## src/rtl/wb_pkg.sv

```systemverilog
// Shared types and default sizes for the writeback buffer.
package wb_pkg;

   localparam int unsigned WB_LANES  = 5;
   localparam int unsigned WB_WPORTS = 2;
   localparam int unsigned WB_DEPTH  = 8;
   localparam int unsigned WB_DST_W  = 5;
   localparam int unsigned WB_DATA_W = 64;

   typedef struct packed {
      logic [WB_DST_W-1:0]  dst;
      logic [WB_DATA_W-1:0] data;
   } wb_entry_t;

endpackage

```

## src/rtl/lane_compactor.sv

```systemverilog
// Packs the valid, non-x0 commit lanes into consecutive slots in ascending lane order.
module lane_compactor
   import wb_pkg::*;
#(
   parameter int unsigned LANES  = WB_LANES,
   parameter int unsigned DST_W  = WB_DST_W,
   parameter int unsigned DATA_W = WB_DATA_W,
   parameter int unsigned CNT_W  = $clog2(WB_LANES + 1)
) (
   input  logic [LANES-1:0]        in_valid_i,
   input  logic [LANES*DST_W-1:0]  in_dst_i,
   input  logic [LANES*DATA_W-1:0] in_data_i,
   output wb_entry_t [LANES-1:0]   entries_o,
   output logic [CNT_W-1:0]        enq_cnt_o
);

   logic [CNT_W-1:0] pos;

   // pos is the running prefix count of kept lanes below lane i
   always_comb begin
      entries_o = '0;
      pos       = '0;
      for (int i = 0; i < LANES; i++) begin
         if (in_valid_i[i] && (in_dst_i[i*DST_W +: DST_W] != '0)) begin
            entries_o[pos].dst  = in_dst_i[i*DST_W +: DST_W];
            entries_o[pos].data = in_data_i[i*DATA_W +: DATA_W];
            pos = pos + CNT_W'(1);
         end
      end
      enq_cnt_o = pos;
   end

endmodule

```

## src/rtl/writeback_buffer.sv

```systemverilog
// Commit-bundle FIFO draining up to WPORTS results per cycle into the register file.
// Optional same-cycle bypass into an empty FIFO is enabled by defining WB_BYPASS_EN.
module writeback_buffer
   import wb_pkg::*;
#(
   parameter int unsigned LANES  = WB_LANES,
   parameter int unsigned WPORTS = WB_WPORTS,
   parameter int unsigned DEPTH  = WB_DEPTH,
   parameter int unsigned DST_W  = WB_DST_W,
   parameter int unsigned DATA_W = WB_DATA_W
) (
   input  logic                       clk,
   input  logic                       reset,
   input  logic                       flush,
   input  logic [LANES-1:0]           in_valid,
   input  logic [LANES*DST_W-1:0]     in_dst,
   input  logic [LANES*DATA_W-1:0]    in_data,
   output logic                       stall,
   output logic [WPORTS-1:0]          wr_en,
   output logic [WPORTS*DST_W-1:0]    wr_addr,
   output logic [WPORTS*DATA_W-1:0]   wr_data,
   output logic [$clog2(DEPTH):0]     occupancy
);

   localparam int unsigned PtrW = $clog2(DEPTH);
   localparam int unsigned OccW = $clog2(DEPTH) + 1;
   localparam int unsigned CntW = $clog2(LANES + 1);

   wb_entry_t [LANES-1:0] cmp_entries;
   logic [CntW-1:0]       cmp_cnt;
   logic [PtrW-1:0]       rd_ptr_q, rd_ptr_d;
   logic [PtrW-1:0]       wr_ptr_q, wr_ptr_d;
   logic [OccW-1:0]       occ_q, occ_d;
   logic [OccW-1:0]       deq_n;
   logic [CntW-1:0]       enq_n;
   logic [CntW-1:0]       skip;
   logic                  accept;
   wb_entry_t             mem_q [DEPTH];

   lane_compactor #(
      .LANES  (LANES),
      .DST_W  (DST_W),
      .DATA_W (DATA_W),
      .CNT_W  (CntW)
   ) u_compactor (
      .in_valid_i (in_valid),
      .in_dst_i   (in_dst),
      .in_data_i  (in_data),
      .entries_o  (cmp_entries),
      .enq_cnt_o  (cmp_cnt)
   );

   assign stall     = (int'(DEPTH) - int'(occ_q)) < int'(LANES);
   assign accept    = !stall && !flush;
   assign occupancy = occ_q;

`ifdef WB_BYPASS_EN
   logic byp_act;
   assign byp_act = !reset && accept && (occ_q == '0);
`endif

   // skip counts compacted inputs sent straight to the ports instead of the FIFO
   always_comb begin
      wr_en   = '0;
      wr_addr = '0;
      wr_data = '0;
      deq_n   = '0;
      skip    = '0;
`ifdef WB_BYPASS_EN
      if (byp_act) begin
         for (int i = 0; i < WPORTS; i++) begin
            if (i < int'(cmp_cnt)) begin
               wr_en[i]                    = 1'b1;
               wr_addr[i*DST_W +: DST_W]   = cmp_entries[i].dst;
               wr_data[i*DATA_W +: DATA_W] = cmp_entries[i].data;
               skip = skip + CntW'(1);
            end
         end
      end else
`endif
      if (!flush) begin
         for (int i = 0; i < WPORTS; i++) begin
            if (i < int'(occ_q)) begin
               wr_en[i]                    = 1'b1;
               wr_addr[i*DST_W +: DST_W]   = mem_q[PtrW'(rd_ptr_q + PtrW'(i))].dst;
               wr_data[i*DATA_W +: DATA_W] = mem_q[PtrW'(rd_ptr_q + PtrW'(i))].data;
               deq_n = deq_n + OccW'(1);
            end
         end
      end
   end

   assign enq_n = accept ? (cmp_cnt - skip) : '0;

   always_comb begin
      if (flush) begin
         rd_ptr_d = '0;
         wr_ptr_d = '0;
         occ_d    = '0;
      end else begin
         rd_ptr_d = rd_ptr_q + PtrW'(deq_n);
         wr_ptr_d = wr_ptr_q + PtrW'(enq_n);
         occ_d    = occ_q + OccW'(enq_n) - deq_n;
      end
   end

   always_ff @(posedge clk or posedge reset) begin
      if (reset) begin
         rd_ptr_q <= '0;
         wr_ptr_q <= '0;
         occ_q    <= '0;
      end else begin
         rd_ptr_q <= rd_ptr_d;
         wr_ptr_q <= wr_ptr_d;
         occ_q    <= occ_d;
      end
   end

   always_ff @(posedge clk) begin
      if (accept) begin
         for (int k = 0; k < LANES; k++) begin
            if (k < int'(enq_n)) begin
               mem_q[PtrW'(wr_ptr_q + PtrW'(k))] <= cmp_entries[k + int'(skip)];
            end
         end
      end
   end

`ifndef SYNTHESIS
   always_ff @(posedge clk) begin
      if (!reset && accept) begin
         assert (int'(enq_n) <= int'(DEPTH) - int'(occ_q) + int'(deq_n))
         else $error("writeback_buffer: enqueue overruns free space");
      end
   end
`endif

endmodule

```

## config.mk

```make
export PLATFORM = sky130hd
export DESIGN_NAME = writeback_buffer
export DESIGN_NICKNAME = d
export VERILOG_FILES = /design/src/rtl/wb_pkg.sv /design/src/rtl/lane_compactor.sv /design/src/rtl/writeback_buffer.sv
export SDC_FILE = /design/constraint.sdc
export NUM_CORES = 2
export LEC_CHECK = 0
export ABC_AREA = 0
export CAP_MARGIN = 0
export CORE_MARGIN = 3
export CORE_UTILIZATION = 25
export DETAILED_ROUTE_END_ITERATION = 8
export DONT_BUFFER_PORTS = 1
export GPL_TIMING_DRIVEN = 1
export PLACE_DENSITY = 0.42
export SLEW_MARGIN = 20
export SYNTH_ARGS = -nofsm -noshare
export SYNTH_HDL_FRONTEND = slang
export SYNTH_SLANG_ARGS = --single-unit
```

## constraint.sdc

```tcl
create_clock -name clk -period 6.1 [get_ports clk]
set_input_delay 1.22 -clock clk [delete_from_list [all_inputs] [get_ports clk]]
set_output_delay 1.22 -clock clk [all_outputs]
set_load 0.05 [all_outputs]
```

==> metrics <==
status completed; pin count of the biggest net entering global routing 117; RSZ-0062 raised after global routing no; CTS H-Tree Depth 3; post-route DRC violation count 0; number of primary I/O pins approximately 500; half-perimeter wire length after detailed placement 221.3 mm; average wire per standard cell approximately 41 um; aggregate global routing overflow 0; leading post-synthesis cells by cell area edfxtp_1, mux2i_1, mux4_2; Final Net Count 5,696; number of enable flip-flop cells after synthesis roughly 550; synthesized area per cell 10.43 um^2; starting density of the core 25.20%; post-cts hold buffer count 0; Synth Warn # 0; relative max-transition margin between 10% and 20%; Max Clock Skew 0.03513 ns; Achievable Freq 179.1 MHz; quantity of gates resized following cts 0; startpoint type of the worst setup path primary input; clock-pin transition on the worst setup and hold timing paths 0.06 ns; count of cell types in the netlist 77; proportion of synthesized chip area in sequential cells 31.05%; reported max-cap violation count 0; die width 471.6 um; ratio of final minimum period to clock period 91.54%; Register-to-Register Path Depth 7; cell type with the highest aggregate area in the netlist edfxtp_1; areal power density over the cells 420.1 nW/um^2; internal power component ~15 mW; proportion of power drawn by combinational gates between 50% and 60%; slew at the pin closest to its max-slew limit 1.202 ns; nets in the synthesized netlist 5,569; cts bufs inserted 76; fraction of layout cells with a size suffix above 1 28.27%; r2r startpoint wr_ptr_q[0]$_DFF_PP0_; Worst EP arrival ~6.1 ns; vias post-DR 56,301; GRT Total Usage 29.47%; FF-to-FF setup slack between 1.5 and 2 ns; switching portion of total power 46.90%; min cycle time layout between 5 and 6 ns; drt total wl 341.9 mm; sinks on the clock net 562; area of the die ~220,000 um^2; number of standard-cell rows in the floorplan 170; number of hold violations in the final report 0; RD Place Congestion between 0.9 and 1; FF+latch count, synth 562; wire length of the first global-routing pass 465.7 mm; area of the core 215,000 um^2; Crit Reg-Reg Endpoint mem_q[3][37]$_DFFE_PP_; Worst setup startpoint in_dst[9]; Worst Path Required 6.58 ns; Total Neg Setup Slack 0 ns; synthesized instance count about 5,200; CP Capture Point mem_q[2][40]$_DFFE_PP_; Post-synth top flop edfxtp_1; violation count after the first detailed-routing iteration approximately 8,000; final core utilization 30.52%; master cell of the clock root buffer clkbuf_16; detailed-routing iteration count for the pre-antenna-repair pass 7; power consumption 27.57 mW; area overhead of the layout relative to synthesis 21.10%; Crit. End Element flip-flop; setup violators final 0; I/O Buffers 0; Max Transition Viols Final 0; maximum fanout along the worst path 12; Syn Std Cell Area 54,200 um^2; VDD IR max 0.0002896 V; Vias per Instance 6.815; clock network fraction of total power 17.7%; worst skew pair latency between 0.7 and 0.8 ns; most common cell in the netlist mux2i_1; CTS tree yes; Hold Path Class in2async; Antenna Nets Post-Route 0; maximum count of clock buffers along a single path 3; Synth top cells by count mux2i_1, edfxtp_1, clkbuf_1; NetSw 12.93 mW; Crit Path Class in2reg; number of global-route vias before repair 54,995; antenna violations before repair 32; height of the die 471.6 um; Setup Buffers After CTS 0; Reg power frac between 20% and 30%; Async S/R FF share, synth 1.779%; share of Yosys cell area claimed by the top area cell type 30.58%; Pleak about 25 nW
[routing by layer]
metal  global-route usage (%)  share of wire, %
met3                    9.762                12
met5                        0             0.015
met4                    21.26               8.2
met1                    36.29                37
met2                    42.97                42
[sequential cells by signal, summed over array words and instances, names as in the netlist]
name,count
mem_q,552
rd_ptr_q,3
wr_ptr_q,3
occupancy,4
[power by group through the flow]
stage / combinational, mW / clock [mW] / sequential (mW)
5_1_grt: 16.7 / 5.06 / 6.70
3_3_place_gp: 15.8 / 0 / 6.62
2_1_floorplan: 9.58 / 0 / 6.44
6_report: 16.1 / 4.89 / 6.61
3_5_place_dp: 15.8 / 0 / 6.66
4_1_cts: 15.9 / 4.92 / 6.59
[placed cells by master (no fill, tap or decap), types with 127 or more instances in the layout]
cell type	n
buf_12	169
nand2_1	244
mux2_2	312
a221oi_1	223
o221ai_1	171
a22oi_1	188
mux2i_1	721
a22o_1	127
nor3_1	139
o22ai_1	309
a21oi_1	234
buf_4	477
mux4_2	276
nor2_1	187
edfxtp_1	552
[cell type report]
| type | instances | area (um^2) |
|---|---|---|
| Inverter | 51 | 195.2 |
| Antenna cell | 36 | 90.09 |
| Clock inverter | 48 | 551.8 |
| Fill cell | 21931 | 149400 |
| Tap cell | 2838 | 3551 |
| Timing Repair Buffer | 647 | 6975 |
| Clock buffer | 93 | 2029 |
| Multi-Input combinational cell | 3986 | 35400 |
| Sequential cell | 562 | 16840 |
[critical path, cell delays in order]
cell and delay (ns):
or4_1 0.57, o21a_4 0.31, inv_4 0.08, ha_4 0.13, or3b_4 0.36, mux2i_1 0.20, nor2_1 0.07, inv_1 0.06
ha_1 0.23, nand2b_4 0.16, o21ai_4 0.10, inv_2 0.06, ha_4 0.16, xor3_1 0.35, a22oi_1 0.16, buf_4 0.19
nand4_1 0.52, buf_4 0.41, buf_12 0.18, mux2i_1 0.13, a221oi_1 0.38
[how the worst min path moves through the flow]
stage | start | end | slack [ns] | cells after the start
after floorplan | wr_ptr_q[0]$_DFF_PP0_ | wr_ptr_q[0]$_DFF_PP0_ | 0.61 | 2
after global placement | wr_ptr_q[1]$_DFF_PP0_ | wr_ptr_q[1]$_DFF_PP0_ | 1.06 | 3
after detailed placement | wr_ptr_q[1]$_DFF_PP0_ | wr_ptr_q[1]$_DFF_PP0_ | 1.09 | 3
after CTS | reset | occupancy[1]$_DFF_PP0_ | 0.38 | 1
after global routing | reset | occupancy[1]$_DFF_PP0_ | 0.42 | 1
final | reset | occupancy[1]$_DFF_PP0_ | 0.39 | 1
[metrics by stage]
step	setup WS [ns]	hold slack, ns	instance area (um^2)	cells
finish	0.5163	0.3947	65630	8261
global route	0.3499	0.4196	65610	8252
CTS	0.6374	0.3804	65540	8225
detailed placement	-0.1009	1.086	62960	8084
global placement	-0.1129	1.062	62940	8083
floorplan	-2.504	0.6119	54330	5197
[logic make-up after synthesis]
logic type,after synthesis,share of synthesized area (%)
flip-flops,562,31.05
buffers and inverters,649,4.873
XOR/XNOR,13,0.2378
AO/OA/AOI/OAI,1727,23.93
adder cells (fa/ha/maj),19,0.4940
AND/OR/NAND/NOR,918,8.152
multiplexers,1309,31.27
Power figures use the tool's default switching activity.
